### src/rtl/corr_pkg.sv
// Shared constants and present-FSM encoding for the correlation frame loader.
package corr_pkg;

  localparam int unsigned DATA_W_DEF      = 4;
  localparam int unsigned N_TAPS          = 10;
  localparam int unsigned HOLD_CYCLES_DEF = 7;

  typedef enum logic {
    StIdle = 1'b0,
    StHold = 1'b1
  } present_state_e;

endpackage

### src/rtl/corr_sample_fillbuf.sv
// Indexed 10-slot fill buffer: collects (x,h) pairs, flags FULL after the last slot,
// and holds FULL until the presenter takes the frame.
module corr_sample_fillbuf
  import corr_pkg::*;
#(
  parameter int unsigned DATA_W = DATA_W_DEF
) (
  input  logic                         clock,
  input  logic                         reset,
  input  logic                         clear,
  input  logic                         wr_en,
  input  logic [DATA_W-1:0]            wr_x,
  input  logic [DATA_W-1:0]            wr_h,
  input  logic                         take,
  output logic                         full,
  output logic                         ready,
  output logic [N_TAPS*2*DATA_W-1:0]   data
);

  localparam int unsigned IdxW = $clog2(N_TAPS);

  logic [IdxW-1:0]               idx_q, idx_d;
  logic                          full_q, full_d;
  logic                          ready_q, ready_d;
  logic                          accept;
  logic [N_TAPS-1:0][DATA_W-1:0] x_q, h_q;

  // Clear wins over a same-cycle transfer; a full buffer never accepts.
  assign accept = wr_en && !full_q && !clear;

  always_comb begin
    idx_d  = idx_q;
    full_d = full_q;
    if (clear) begin
      idx_d = '0;
    end else if (accept) begin
      if (idx_q == IdxW'(N_TAPS - 1)) begin
        idx_d  = '0;
        full_d = 1'b1;
      end else begin
        idx_d = idx_q + 1'b1;
      end
    end
    if (take) begin
      full_d = 1'b0;
    end
    // Stay low through the take edge so ready rises one edge after the swap.
    ready_d = !(full_q || full_d);
  end

  always_ff @(posedge clock or negedge reset) begin
    if (!reset) begin
      idx_q   <= '0;
      full_q  <= 1'b0;
      ready_q <= 1'b0;
      x_q     <= '0;
      h_q     <= '0;
    end else begin
      idx_q   <= idx_d;
      full_q  <= full_d;
      ready_q <= ready_d;
      if (accept) begin
        x_q[idx_q] <= wr_x;
        h_q[idx_q] <= wr_h;
      end
    end
  end

  always_comb begin
    data = '0;
    for (int i = 0; i < N_TAPS; i++) begin
      data[i*2*DATA_W +: DATA_W]          = x_q[i];
      data[i*2*DATA_W + DATA_W +: DATA_W] = h_q[i];
    end
  end

  assign full  = full_q;
  assign ready = ready_q;

endmodule

### src/rtl/correlation_frame_loader.sv
// Double-buffered frame loader: fills 10 (x,h) pairs, then presents all 20 values in
// parallel and holds them stable for HOLD_CYCLES cycles.
module correlation_frame_loader
  import corr_pkg::*;
#(
  parameter int unsigned DATA_W      = DATA_W_DEF,
  parameter int unsigned HOLD_CYCLES = HOLD_CYCLES_DEF
) (
  input  logic              clock,
  input  logic              reset,
  input  logic              in_valid,
  output logic              in_ready,
  input  logic [DATA_W-1:0] in_x,
  input  logic [DATA_W-1:0] in_h,
  input  logic              clear,
  output logic [DATA_W-1:0] x_0,
  output logic [DATA_W-1:0] x_1,
  output logic [DATA_W-1:0] x_2,
  output logic [DATA_W-1:0] x_3,
  output logic [DATA_W-1:0] x_4,
  output logic [DATA_W-1:0] x_5,
  output logic [DATA_W-1:0] x_6,
  output logic [DATA_W-1:0] x_7,
  output logic [DATA_W-1:0] x_8,
  output logic [DATA_W-1:0] x_9,
  output logic [DATA_W-1:0] h_0,
  output logic [DATA_W-1:0] h_1,
  output logic [DATA_W-1:0] h_2,
  output logic [DATA_W-1:0] h_3,
  output logic [DATA_W-1:0] h_4,
  output logic [DATA_W-1:0] h_5,
  output logic [DATA_W-1:0] h_6,
  output logic [DATA_W-1:0] h_7,
  output logic [DATA_W-1:0] h_8,
  output logic [DATA_W-1:0] h_9,
  output logic              frame_start,
  output logic              busy,
  output logic [7:0]        frame_cnt
);

  localparam int unsigned CntW   = (HOLD_CYCLES > 1) ? $clog2(HOLD_CYCLES) : 1;
  localparam int unsigned FrameW = N_TAPS * 2 * DATA_W;
  localparam int unsigned SlotW  = 2 * DATA_W;

  present_state_e    state_q, state_d;
  logic [CntW-1:0]   cnt_q, cnt_d;
  logic [FrameW-1:0] frame_q, frame_d;
  logic [FrameW-1:0] fill_data;
  logic              fs_q, busy_q, busy_d;
  logic [7:0]        fcnt_q, fcnt_d;
  logic              full, take;

  corr_sample_fillbuf #(
    .DATA_W (DATA_W)
  ) u_fillbuf (
    .clock (clock),
    .reset (reset),
    .clear (clear),
    .wr_en (in_valid && in_ready),
    .wr_x  (in_x),
    .wr_h  (in_h),
    .take  (take),
    .full  (full),
    .ready (in_ready),
    .data  (fill_data)
  );

  always_comb begin
    state_d = state_q;
    cnt_d   = cnt_q;
    busy_d  = busy_q;
    fcnt_d  = fcnt_q;
    frame_d = frame_q;
    take    = 1'b0;
    unique case (state_q)
      StIdle: take = full;
      StHold: begin
        if (cnt_q != '0) begin
          cnt_d = cnt_q - 1'b1;
        end else if (full) begin
          take = 1'b1;
        end else begin
          state_d = StIdle;
          busy_d  = 1'b0;
        end
      end
      default: state_d = StIdle;
    endcase
    // Swap: all 20 outputs load together, and only here.
    if (take) begin
      frame_d = fill_data;
      state_d = StHold;
      busy_d  = 1'b1;
      cnt_d   = CntW'(HOLD_CYCLES - 1);
      fcnt_d  = fcnt_q + 8'd1;
    end
  end

  always_ff @(posedge clock or negedge reset) begin
    if (!reset) begin
      state_q <= StIdle;
      cnt_q   <= '0;
      frame_q <= '0;
      fs_q    <= 1'b0;
      busy_q  <= 1'b0;
      fcnt_q  <= '0;
    end else begin
      state_q <= state_d;
      cnt_q   <= cnt_d;
      frame_q <= frame_d;
      fs_q    <= take;
      busy_q  <= busy_d;
      fcnt_q  <= fcnt_d;
    end
  end

  assign frame_start = fs_q;
  assign busy        = busy_q;
  assign frame_cnt   = fcnt_q;

  assign x_0 = frame_q[0*SlotW +: DATA_W];
  assign x_1 = frame_q[1*SlotW +: DATA_W];
  assign x_2 = frame_q[2*SlotW +: DATA_W];
  assign x_3 = frame_q[3*SlotW +: DATA_W];
  assign x_4 = frame_q[4*SlotW +: DATA_W];
  assign x_5 = frame_q[5*SlotW +: DATA_W];
  assign x_6 = frame_q[6*SlotW +: DATA_W];
  assign x_7 = frame_q[7*SlotW +: DATA_W];
  assign x_8 = frame_q[8*SlotW +: DATA_W];
  assign x_9 = frame_q[9*SlotW +: DATA_W];
  assign h_0 = frame_q[0*SlotW + DATA_W +: DATA_W];
  assign h_1 = frame_q[1*SlotW + DATA_W +: DATA_W];
  assign h_2 = frame_q[2*SlotW + DATA_W +: DATA_W];
  assign h_3 = frame_q[3*SlotW + DATA_W +: DATA_W];
  assign h_4 = frame_q[4*SlotW + DATA_W +: DATA_W];
  assign h_5 = frame_q[5*SlotW + DATA_W +: DATA_W];
  assign h_6 = frame_q[6*SlotW + DATA_W +: DATA_W];
  assign h_7 = frame_q[7*SlotW + DATA_W +: DATA_W];
  assign h_8 = frame_q[8*SlotW + DATA_W +: DATA_W];
  assign h_9 = frame_q[9*SlotW + DATA_W +: DATA_W];

endmodule
### config.mk
export PLATFORM = sky130hd
export DESIGN_NAME = correlation_frame_loader
export DESIGN_NICKNAME = d
export VERILOG_FILES = /design/src/rtl/corr_pkg.sv /design/src/rtl/corr_sample_fillbuf.sv /design/src/rtl/correlation_frame_loader.sv
export SDC_FILE = /design/constraint.sdc
export NUM_CORES = 1
export LEC_CHECK = 0
export CORE_MARGIN = 3
export CORE_UTILIZATION = 45
export DETAILED_ROUTE_END_ITERATION = 12
export PLACE_DENSITY = 0.74
export SYNTH_ARGS = -nofsm -noshare
export SYNTH_HDL_FRONTEND = slang
export SYNTH_SLANG_ARGS = --single-unit
### constraint.sdc
create_clock -name clock -period 2.5 [get_ports clock]
set_input_delay 0.5 -clock clock [delete_from_list [all_inputs] [get_ports clock]]
set_output_delay 0.5 -clock clock [all_outputs]
set_load 0.05 [all_outputs]
==> flow_summary.yaml <==
clock_tree:
  cts_tree: "done"
  clock-root-buffer: "clkbuf_16"
  postCtsHoldBufs: 0
  cts_resized: 0
  cts_buffer_depth: 2
  clock_latency_ps: 420
  cts_max_level: 4
  cts_made_buffers: 17
  clk_transition_reported_paths_ps: 60
  post_cts_buffers: 0
  cts.sinks: 180
logic_synthesis:
  synth_area_per_cell_um2: 15.8
  synth.distinct_cells: 36
  synth-seq-cells: 180
  syn_area_mm2: 0.00706
  synth.most_common_cell: "dfrtp_1"
  yosysSeqAreaShare_pct: 63.8
  syn-num-nets: 461
  postSynthCellCount: 446
  synth-edff-count: 0
  netlist_top_cells_count: "180 x dfrtp_1, 145 x mux2_2, 16 x mux2_4, 11 x buf_2, 9 x nand2_1"
  yosysTopAreaCell: "dfrtp_1"
  synthTopCellsByArea: "dfrtp_1 64%, mux2_2 23%, mux2_4 3.4%"
  yosysWarnings: 0
  synth_async_sr_flop_share_pct: 100
  synth_top_area_share_pct: 63.8
  ys.flop_type: "dfrtp_1"
sta:
  rsz0062_at_grt: "false"
  fin_skew_ps: 8.79
  final.setup.tns_ps: 0
  max_freq_ghz: 0.438
  finalHoldViolCount: 0
  max_slew_margin_pct: 55.5
  setup-violations-final: 0
  tightest_slew_ps: 665
  slew_viol_final: 0
  finalCritPeriodShare_pct: 91.3
  final.min_clock_period_ps: 2280
die:
  rows: 45
  die_x_um: 131
  ioPinCount: 103
  coreArea_mm2: 0.0153
  dieHeight_um: 131
  die_area_mm2: 0.0172
  start_util_pct: 46.3
drt:
  drtAntennaViolNets: 0
  vias: 3968
  drt-initial-drc-count: 144
  drc: 0
  wire_per_inst_um: 18.2
  vias_per_cell: 5.11
  drt-pass1-iter-count: 4
  wirelength_mm: 14.1
placement:
  gp_congestion: 0.806
  portBuffers: 102
  place.detailed.hpwl_mm: 9.38
  place_area_mm2: 0.00835
setup_path:
  reg2reg_from: "cnt_q[0]"
  critPathKind: "flip-flop to output pin"
  path_cells: "clkdlybuf4s50_1"
  cpPeakStageDelay_ps: 890
  worst_path_max_delay_cell: "clkdlybuf4s50_1"
  critPathRequiredTime_ps: 2000
  crit_path_start_kind: "flip-flop"
  crit_arrival_ps: 1780
  critPathBufInv: 1
  startpoint: "u_fillbuf.ready"
  end_kind: "output pin"
  crit_family: "buffers and inverters"
  crit_fanout: 5
global_route:
  grt-ovfl-total: 0
  antenna_found_initial: 1
  first_global_vias: 4313
  grt_usage_pct: 17.2
  grt_max_degree: 68
  grt_pass1_wl_mm: 23.4
final_layout:
  multi_input_area_mm2: 0.00241
  diodes: 0
  area_growth_pct: 26.2
  layout.nets: 567
  stdcell_area_mm2: 0.00891
  ff_latch_area_mm2: 0.00450
  drive_above_1_share_pct: 37.7
  final_core_util_pct: 58.4
  fillers: 1204
power_and_ir_drop:
  ir_drop_v: 0.000439
  p_leak_uw: 0.00427
  power.density_mw_per_mm2: 679
min_path:
  hold_class: "input port to async pin"
outcome:
  status: "finished, final reports clean"
job:
  maxCapViolCount: 0
## registers in the layout, summed over array words and instances, names as in the netlist, 3 cells and up
name and flops:
frame_q 80, cnt_q 3, frame_cnt 8, u_fillbuf.idx_q 4, u_fillbuf.data 80
## per-stage QoR
step	hold slack (ps)	cells	setup WS [ps]	power (uW)
after floorplan	204	446	597	3400
after detailed placement	457	744	182	3580
after global placement	443	744	218	3550
after global routing	53.6	776	158	6280
after CTS	34.2	776	183	6120
final	26.9	776	218	6050
## per-layer routing
metal / part of all wire, % / track usage (%)
met3: 3.1 / 4.13
met5: 0.071 / 0
met2: 51 / 28.9
met1: 44 / 21.8
met4: 1.7 / 6.30
## report_power, final
group	internal (uW)	switching [uW]	leakage [uW]
Combinational	174	172	0.00155
Sequential	3080	97.0	0.00246
Clock	1410	1120	0.000267
## cell usage in the layout (no fill, tap or decap), drive strengths merged, types with 2 or more instances in the layout
| cell | n |
|---|---|
| nor2 | 4 |
| ha | 3 |
| clkdlybuf4s50 | 101 |
| nor2b | 5 |
| nand4 | 2 |
| xor2 | 6 |
| dfrtp | 180 |
| o21ai | 3 |
| xnor2 | 2 |
| nand2 | 9 |
| or3 | 3 |
| nand3 | 6 |
| a211oi | 5 |
| nand4b | 3 |
| clkinvlp | 4 |
| nand2b | 2 |
| or4 | 2 |
| mux2 | 161 |
| clkinv | 3 |
| inv | 12 |
| buf | 12 |
| a31oi | 2 |
| a21oi | 5 |
| clkbuf | 19 |
## cell type report
cell class,count,share of cell area (%)
Sequential cell,180,50.5
Multi-Input combinational cell,233,27.0
Timing Repair Buffer,113,12.8
Clock buffer,19,4.97
Tap cell,211,2.96
Clock inverter,13,1.38
Inverter,7,0.295
## final timing paths
kind / slack (ps) / to / cells past startpoint
hold / removal: 30 / frame_q[9] / 1
min in group clock: 460 / cnt_q[0] / 1
setup / recovery: 220 / in_ready / 1
max in group asynchronous: 1730 / frame_q[52] / 2
setup reg to reg: 590 / frame_q[40] / 6
hold reg to reg: 460 / cnt_q[0] / 1
## cells by family (layout without fill, tap and decap cells)
logic type	after synthesis	count (layout)	synth area share, %
fa+ha+maj	3	3	0.532
xor+xnor	8	8	0.992
flops	180	180	63.8
compound gates	19	19	1.74
buf+inv	33	152	2.27
simple gates	41	41	4.04
mux	162	162	26.7
(Power assumes the default switching activity.)
